[src/rtl/byte_unstripping_n_if.sv]
// byte_unstripping_n_if: lane-parallel input bus and serialised output bus
interface byte_unstripping_n_if #(
    parameter int LANES  = 2,
    parameter int DATA_W = 8
);
    logic [LANES*DATA_W-1:0] data_par;
    logic [LANES-1:0]        valid_par;
    logic                    par_stb;
    logic                    overrun_clr;
    logic [DATA_W-1:0]       data_unstripped;
    logic                    valid_unstripped;
    logic                    busy;
    logic                    overrun;

    modport master (
        output data_par, valid_par, par_stb, overrun_clr,
        input  data_unstripped, valid_unstripped, busy, overrun
    );

    modport slave (
        input  data_par, valid_par, par_stb, overrun_clr,
        output data_unstripped, valid_unstripped, busy, overrun
    );
endinterface

[src/rtl/byte_unstripping_n.sv]
// byte_unstripping_n: serialises LANES parallel lane words onto one output, one lane per fast clock
module byte_unstripping_n #(
    parameter int LANES        = 2,
    parameter int DATA_W       = 8,
    parameter bit SKIP_INVALID = 1'b0
) (
    input  logic                 clk_nf,
    input  logic                 reset,
    byte_unstripping_n_if.slave  bus
);
    localparam int IW = ($clog2(LANES) > 1) ? $clog2(LANES) : 1;

    typedef enum logic {IDLE, EMIT} state_t;

    state_t            state, state_n;
    logic [IW-1:0]     idx, idx_n, first;
    logic [LANES-1:0]  pend, pend_n, hold_valid, hold_valid_n, in_mask, rem;
    logic [DATA_W-1:0] hold_data   [LANES];
    logic [DATA_W-1:0] hold_data_n [LANES];
    logic [DATA_W-1:0] data_q, data_n;
    logic              valid_q, valid_n, overrun_q, overrun_n, strobe;

    function automatic logic [IW-1:0] lowest(input logic [LANES-1:0] m);
        lowest = '0;
        for (int i = LANES - 1; i >= 0; i--) if (m[i]) lowest = IW'(i);
    endfunction

    // Next lane selection: pend holds the lanes still owed (idx is the next one), EMIT means more remain
    always_comb begin
        strobe       = bus.par_stb && |bus.valid_par;
        in_mask      = SKIP_INVALID ? bus.valid_par : '1;
        first        = lowest(in_mask);
        hold_valid_n = hold_valid;
        hold_data_n  = hold_data;
        data_n       = '0;
        valid_n      = 1'b0;
        rem          = '0;
        overrun_n    = (strobe && state == EMIT) ? 1'b1 : bus.overrun_clr ? 1'b0 : overrun_q;
        if (strobe && state == IDLE) begin
            for (int i = 0; i < LANES; i++)
                hold_data_n[i] = bus.valid_par[i] ? bus.data_par[i*DATA_W +: DATA_W] : '0;
            hold_valid_n = bus.valid_par;
            data_n       = hold_data_n[first];
            valid_n      = bus.valid_par[first];
            rem          = in_mask & ~(LANES'(1) << first);
        end else if (state == EMIT) begin
            data_n  = hold_data[idx];
            valid_n = hold_valid[idx];
            rem     = pend & ~(LANES'(1) << idx);
        end
        pend_n  = rem;
        idx_n   = lowest(rem);
        state_n = |rem ? EMIT : IDLE;
    end

    // State, hold registers and registered outputs; reset aborts any set in flight
    always_ff @(posedge clk_nf or posedge reset) begin
        if (reset) begin
            state      <= IDLE;
            idx        <= '0;
            pend       <= '0;
            hold_valid <= '0;
            hold_data  <= '{default: '0};
            data_q     <= '0;
            valid_q    <= 1'b0;
            overrun_q  <= 1'b0;
        end else begin
            state      <= state_n;
            idx        <= idx_n;
            pend       <= pend_n;
            hold_valid <= hold_valid_n;
            hold_data  <= hold_data_n;
            data_q     <= data_n;
            valid_q    <= valid_n;
            overrun_q  <= overrun_n;
        end
    end

    assign bus.data_unstripped  = data_q;
    assign bus.valid_unstripped = valid_q;
    assign bus.busy             = (state == EMIT);
    assign bus.overrun          = overrun_q;
endmodule
[src/flat_wrapper.sv]
// flat-port wrapper written by rule: the top's interface ports become plain ports
module byte_unstripping_n_flat 
#(
    parameter int LANES        = 2,
    parameter int DATA_W       = 8,
    parameter bit SKIP_INVALID = 1'b0
)
  (clk_nf, reset, bus_data_par, bus_valid_par, bus_par_stb, bus_overrun_clr, bus_data_unstripped, bus_valid_unstripped, bus_busy, bus_overrun);
  byte_unstripping_n_if #(.LANES(LANES), .DATA_W(DATA_W)) bus_i ();
  input  logic clk_nf;
  input  logic reset;
  input wire logic [$bits(bus_i.data_par)-1:0] bus_data_par;
  input wire logic [$bits(bus_i.valid_par)-1:0] bus_valid_par;
  input wire logic [$bits(bus_i.par_stb)-1:0] bus_par_stb;
  input wire logic [$bits(bus_i.overrun_clr)-1:0] bus_overrun_clr;
  output wire logic [$bits(bus_i.data_unstripped)-1:0] bus_data_unstripped;
  output wire logic [$bits(bus_i.valid_unstripped)-1:0] bus_valid_unstripped;
  output wire logic [$bits(bus_i.busy)-1:0] bus_busy;
  output wire logic [$bits(bus_i.overrun)-1:0] bus_overrun;
  assign bus_i.data_par = bus_data_par;
  assign bus_i.valid_par = bus_valid_par;
  assign bus_i.par_stb = bus_par_stb;
  assign bus_i.overrun_clr = bus_overrun_clr;
  assign bus_data_unstripped = bus_i.data_unstripped;
  assign bus_valid_unstripped = bus_i.valid_unstripped;
  assign bus_busy = bus_i.busy;
  assign bus_overrun = bus_i.overrun;
  byte_unstripping_n #(.LANES(LANES), .DATA_W(DATA_W), .SKIP_INVALID(SKIP_INVALID)) u_core (.clk_nf(clk_nf), .reset(reset), .bus(bus_i));
endmodule
[config.mk]
export PLATFORM = sky130hd
export DESIGN_NAME = byte_unstripping_n_flat
export DESIGN_NICKNAME = d
export VERILOG_FILES = /design/src/rtl/byte_unstripping_n_if.sv /design/src/rtl/byte_unstripping_n.sv /design/src/flat_wrapper.sv
export SDC_FILE = /design/constraint.sdc
export NUM_CORES = 1
export LEC_CHECK = 0
export ABC_AREA = 1
export CORE_AREA = 10 10 111 73
export DETAILED_ROUTE_END_ITERATION = 12
export DIE_AREA = 0 0 121 83
export DONT_BUFFER_PORTS = 1
export PLACE_DENSITY = 0.41
export SLEW_MARGIN = 5
export SYNTH_ARGS = -nofsm -noshare
export SYNTH_HDL_FRONTEND = slang
export SYNTH_SLANG_ARGS = --single-unit
[constraint.sdc]
create_clock -name clk_nf -period 2.5 [get_ports clk_nf]
set_input_delay 0.625 -clock clk_nf [delete_from_list [all_inputs] [get_ports clk_nf]]
set_output_delay 0.625 -clock clk_nf [all_outputs]
set_load 0.01 [all_outputs]
==> results_dict.tcl, run 1 <==
set metrics [dict create \
    fin_crit_sh 0.6185 \
    syn_nets 212 \
    switchingPower_mw 0.3640 \
    viasPerCell 3.895 \
    drv_cap 0 \
    routed.top_layer "met4" \
    synth_top_cells_by_area "dfrtp_1, nand2_1, nand3_1" \
    syn_inst 190 \
    fin_skew_ps 4.743 \
    io_pins 33 \
    drt_first_pass_iters 4 \
    pwr-share-comb 0.149 \
    start_kind "register" \
    die_w_um 121 \
    tightest_slew_ps 481.3 \
    die_area_um2 10040 \
    internal_power_mw 0.8780 \
    power_leakage_nw 0.9951 \
    antenna_found_initial 0 \
    wl_met1_mm 2.043 \
    worstPathMaxFanout 11 \
    routabilityCongestion 0.6830 \
    core_um2 6028 \
    cts.repair.resized 0 \
    placed_area_um2 1538 \
    setup_viol 0 \
    drive_gt1_frac 0.08333 \
    ys_ff_latch 32 \
    overflow 0 \
    grt_pass1_wl_mm 6.210 \
    chipHeight_um 83 \
    crit_required_ps 2630 \
    cp_cell_sequence "clkinv_1 > nand3_1 > nand3_1" \
    worst-path-buf-inv 1 \
    cts_max_path_buffers 2 \
    final_common_cell "nand2_1" \
    area_delta_synth_final_pct 9.975 \
    cp.arrival_ps 1680 \
    layout.nets 213 \
    rsz0062_at_grt "false" \
    dr_wl_met2_mm 1.437 \
    netlist_area_um2 1480 \
    p_clk_frac 0.327 \
    critPathKind "register to register" \
    finalInstanceArea_um2 1628 \
    place_hpwl_mm 2.600 \
    cts_hold_buf 0 \
    ys_warn_count 0 \
    crit_path_end_kind "register" \
    cts_setup_buffers 0 \
    switching_share 0.2931 \
    antenna_left 0 \
    min_period_ps 1546 \
    clkSinkCount 32 \
    wl_per_cell_um 13.75 \
    vias 1075 \
    clkTransAtPathRegs_ps 70 \
    port-buffer-count 0 \
    start_util 0.2455 \
    hold_path.class "input port to asynchronous set/reset pin" \
    route.met3.wl_um 305 \
    power_frac_seq 0.524 \
    drv_slew 0 \
    hold_viol_final 0 \
    grt_start_max_net_pins 33 \
    finalPower_mw 1.242 \
    cpLargestDelayFamily "flip-flops" \
    routed_wl_mm 3.795 \
    drc 0 \
    dr.first_iter.drc_count 68 \
    yosysTopAreaCell "dfrtp_1" \
    cts_tree "built" \
    grt_use_total 0.07788 \
    n_antenna_cell 0 \
    fin_setup_tns_ps 0 \
    vdd.ir_drop.worst_v 0.0001994 \
    final_cell_mix "nand2_1, dfrtp_1, inv_1" \
    outcome "finished clean" \
    synth_cell_types 16 \
    syn-mean-instance-area_um2 7.790 \
    h-tree-depth 2 \
    clk_latency_ps 280 \
    rows 22 \
    cp_common_cell "nand3_1" \
    slew_headroom 0.6787 \
    cts_buffers 5 \
    p_per_area_nw_per_um2 763.0 \
    ys_seq_area_frac 0.5410 \
    critPathSlowestCell "dfrtp_1" \
    fmax_ghz 0.6467 \
    cpPeakStageDelay_ps 610 \
    synth_top_area_share 0.5410 \
    grt_pass1_vias 1140 \
    clock-root-buffer "clkbuf_8" \
]
==> through the flow <==
stage	utilization	worst slack, ps	hold slack [ps]	cells
final	0.2700	953.7	323.7	276
after global routing	0.2700	847.3	343.4	276
after CTS	0.2700	955.9	340.1	276
after detailed placement	0.2551	960.6	462.8	268
after global placement	0.2551	953.6	459.7	268
after floorplan	-	1184	441.7	190
==> final cells by class <==
cell class                 count  area, um2
inverter                      24      90.09
sequential                    32      800.8
tap                           84      105.1
clock buffer                   8      90.09
fill                         684       4400
multi-input combinational    126      526.8
timing repair buffer           2      15.01
==> power groups by stage <==
| stage | registers (mW) | logic [mW] | clock network [mW] |
|---|---|---|---|
| 2_1_floorplan | 0.645 | 0.163 | 0 |
| 6_report | 0.651 | 0.185 | 0.407 |
| 3_3_place_gp | 0.663 | 0.188 | 0 |
| 3_5_place_dp | 0.662 | 0.190 | 0 |
| 5_1_grt | 0.661 | 0.221 | 0.453 |
| 4_1_cts | 0.652 | 0.191 | 0.427 |
==> worst register-to-register path, delay by kind of cell (launching register included) <==
kind	cells	cell delay (ps)
flip-flops	1	610
buffers and inverters	1	450
AND/OR/NAND/NOR	2	340
==> path summary, 6_finish.rpt <==
check	start	slack (ps)	depth (start not counted)	to
hold / removal	reset	320	2	u_core.bus.data_unstripped[1]
setup reg to reg	u_core.idx	950	3	u_core.bus.busy
hold reg to reg	u_core.hold_valid[1]	480	2	u_core.hold_valid[1]
setup / recovery	u_core.idx	950	3	u_core.bus.busy
min in group clk_nf	bus_overrun_clr	420	1	u_core.bus.overrun
max in group asynchronous	reset	1860	2	u_core.bus.data_unstripped[7]
==> state kept, by name, summed over array words and instances, names as in the netlist <==
name	cells
u_core.hold_data	16
u_core.bus.data_unstripped	8
u_core.hold_valid	2
u_core.pend	2
u_core.bus.busy	1
u_core.bus.overrun	1
u_core.bus.valid_unstripped	1
u_core.idx	1
==> cells by family (layout without fill, tap and decap cells) <==
group	count (synthesis)	count (layout)	share of synthesized area
AO/OA/AOI/OAI	1	1	0.003378
buffers and inverters	32	34	0.1031
flip-flops	32	32	0.5410
AND/OR/NAND/NOR	125	125	0.3525
==> cells in the mapped netlist <==
cell type / instances
o21ai_1: 1
dfrtp_1: 32
nand4_1: 2
nand2_2: 1
nand3_1: 18
nand2_1: 100
inv_1: 20
buf_4: 2
nor2_2: 1
buf_2: 2
clkinv_1: 1
buf_6: 3
nand3_2: 2
nor2_4: 1
clkbuf_1: 1
inv_2: 3
==> routing by layer <==
metal,up-vias,track usage
met5,-,0
met4,0,0.01627
met3,2,0.04122
met2,29,0.1004
met1,477,0.1095
li1,567,-
Power figures use the tool's default switching activity.
==> inputs of run 2 (changes only) <==
--- a/config.mk
+++ b/config.mk
@@ -10,7 +10,7 @@
 export DETAILED_ROUTE_END_ITERATION = 12
 export DIE_AREA = 0 0 121 83
 export DONT_BUFFER_PORTS = 1
-export PLACE_DENSITY = 0.41
+export PLACE_DENSITY = 0.42
 export SLEW_MARGIN = 5
 export SYNTH_ARGS = -nofsm -noshare
 export SYNTH_HDL_FRONTEND = slang
==> constraint.sdc (replaced) <==
create_clock -name clk_nf -period 1.4 [get_ports clk_nf]
set_input_delay 0.35 -clock clk_nf [delete_from_list [all_inputs] [get_ports clk_nf]]
set_output_delay 0.35 -clock clk_nf [all_outputs]
set_load 0.01 [all_outputs]
==> run 2 against run 1 <==
Worst setup slack got worse by 770 ps. Global-route usage increased by 0.33 points. Die area stayed put. Via count grew 3.2%. Power rose by 77%. Sequential power increased by 77%. First-iteration DRC count is 24% lower. Non-clock buffer count is 5 higher. Largest power group unchanged.
==> results_dict.tcl, run 2 (synthesis results as in run 1) <==
set metrics [dict create \
    outcome "finished clean" \
    core_um2 6028 \
    antenna_left 0 \
    viasPerCell 3.961 \
    p_per_area_nw_per_um2 1329 \
    drc 0 \
    final_cell_mix "nand2_1, dfrtp_1, inv_1" \
    worst-path-buf-inv 1 \
    fin_setup_tns_ps 0 \
    power_leakage_nw 1.014 \
    cts_tree "built" \
    cpPeakStageDelay_ps 380 \
    pre_cts_slack_ps 299.7 \
    grt_use_total 0.08119 \
    regToRegSetupSlack_ps 340 \
    antenna_found_initial 0 \
    area_delta_synth_final_pct 11.67 \
    clk_latency_ps 280 \
    pwr-share-comb 0.170 \
    p_clk_frac 0.306 \
    dr.first_iter.drc_count 52 \
    critPathKind "register to output port" \
    fillers 669 \
    die_area_um2 10040 \
    drive_gt1_frac 0.1071 \
    setup_viol 0 \
    start_util 0.2455 \
    grt_start_max_net_pins 33 \
    tightest_slew_ps 436.8 \
    grt_pass1_wl_mm 6.396 \
    regMostFlops "u_core.hold_data" \
    cts.repair.resized 0 \
    cp.arrival_ps 870 \
    critPathSlowestCell "dfrtp_1" \
    n_antenna_cell 0 \
    clkSinkCount 32 \
    drv_slew 0 \
    fmax_ghz 0.8219 \
    finalNonFillerCells 280 \
    placed_cells 273 \
    switching_share 0.3028 \
    cpLargestDelayFamily "flip-flops" \
    min_period_ps 1217 \
    fin_crit_sh 0.8691 \
    worstPathMaxFanout 13 \
    crit_required_ps 1050 \
    cts_max_path_buffers 2 \
    largest_reg_flops 16 \
    vias 1109 \
    internal_power_mw 1.531 \
    power_frac_seq 0.524 \
    worst_slack_ps 183.3 \
    overflow 0 \
    clkTransAtPathRegs_ps 70 \
    switchingPower_mw 0.6650 \
    place_hpwl_mm 2.613 \
    layout.nets 218 \
    slew_headroom 0.7081 \
    rsz0062_at_grt "false" \
    io_pins 33 \
    chipHeight_um 83 \
    clock-root-buffer "clkbuf_8" \
    cp_cell_sequence "buf_4" \
    rows 22 \
    hold_path.class "input port to asynchronous set/reset pin" \
    die_w_um 121 \
    hold_viol_final 0 \
    wl_per_cell_um 13.53 \
    port-buffer-count 0 \
    drt_first_pass_iters 4 \
    routed_wl_mm 3.787 \
    vdd.ir_drop.worst_v 0.0003208 \
    cts_hold_buf 0 \
    fin_skew_ps 9.594 \
    start_kind "register" \
    crit_path_end_kind "output port" \
    grt_pass1_vias 1178 \
    routabilityCongestion 0.7062 \
    final_common_cell "nand2_1" \
    cts_setup_buffers 0 \
    h-tree-depth 2 \
    cts_buffers 5 \
    drv_cap 0 \
]
-- run 2: cell types whose count changed in the layout (fill, tap and decap cells not counted) --
| cell | previous run | this run |
|---|---|---|
| buf_4 | 2 | 7 |
| clkinv_2 | 0 | 1 |
| clkbuf_8 | 6 | 5 |
| clkbuf_1 | 2 | 1 |
-- run 2: power by group through the flow --
| stage | clock network, mW | logic (mW) | registers (mW) |
|---|---|---|---|
| 5_1_grt | 0.749 | 0.446 | 1.17 |
| 3_5_place_dp | 0 | 0.386 | 1.17 |
| 4_1_cts | 0.697 | 0.386 | 1.15 |
| 2_1_floorplan | 0 | 0.290 | 1.15 |
| 6_report | 0.672 | 0.374 | 1.15 |
| 3_3_place_gp | 0 | 0.384 | 1.17 |
-- run 2: cell type report --
cell class              count  area, um2  area share
well taps                  84      105.1     0.06359
flip-flops and latches     32      800.8      0.4845
clock buffers               6      72.57     0.04391
clock inverters             1      5.005    0.003028
repair buffers              7      52.55     0.03179
multi-input cells         126      526.8      0.3187
inverters                  24      90.09     0.05450
-- run 2: layer usage --
layer	wire, um	track usage	up-vias	part of all wire
met2	1478	0.1112	26	0.39
met5	0	0	-	0
met4	49	0.02928	0	0.013
met1	2005	0.1098	499	0.53
met3	254	0.03378	7	0.067
li1	-	-	577	-
-- run 2: worst reg2reg max path, cell delays in order (launching register included) --
cell and delay [ps]:
dfrtp_1 380, inv_2 140, nand3_2 80, buf_4 210
nand2_1 90, nand2_1 50
-- run 2: through the flow --
stage	hold WS (ps)	utilization	total power, mW	cell area (um2)
floorplan	430.6	-	1.443	1480
global placement	370.1	0.2613	1.555	1575
detailed placement	363.3	0.2613	1.554	1575
CTS	57.86	0.2742	2.236	1653
global route	73.38	0.2742	2.363	1653
finish	39.11	0.2742	2.196	1653
-- run 2: path summary, 6_finish.rpt --
check | to | cells past startpoint | from
min in group clk_nf | u_core.bus.overrun | 1 | bus_overrun_clr
max in group asynchronous | u_core.bus.data_unstripped[0] | 2 | reset
worst max register to register | u_core.hold_data[9] | 5 | u_core.bus.busy
worst min-delay path | u_core.bus.data_unstripped[1] | 2 | reset
worst min register to register | u_core.hold_valid[1] | 2 | u_core.hold_valid[1]
worst max-delay path | bus_busy | 1 | u_core.bus.busy
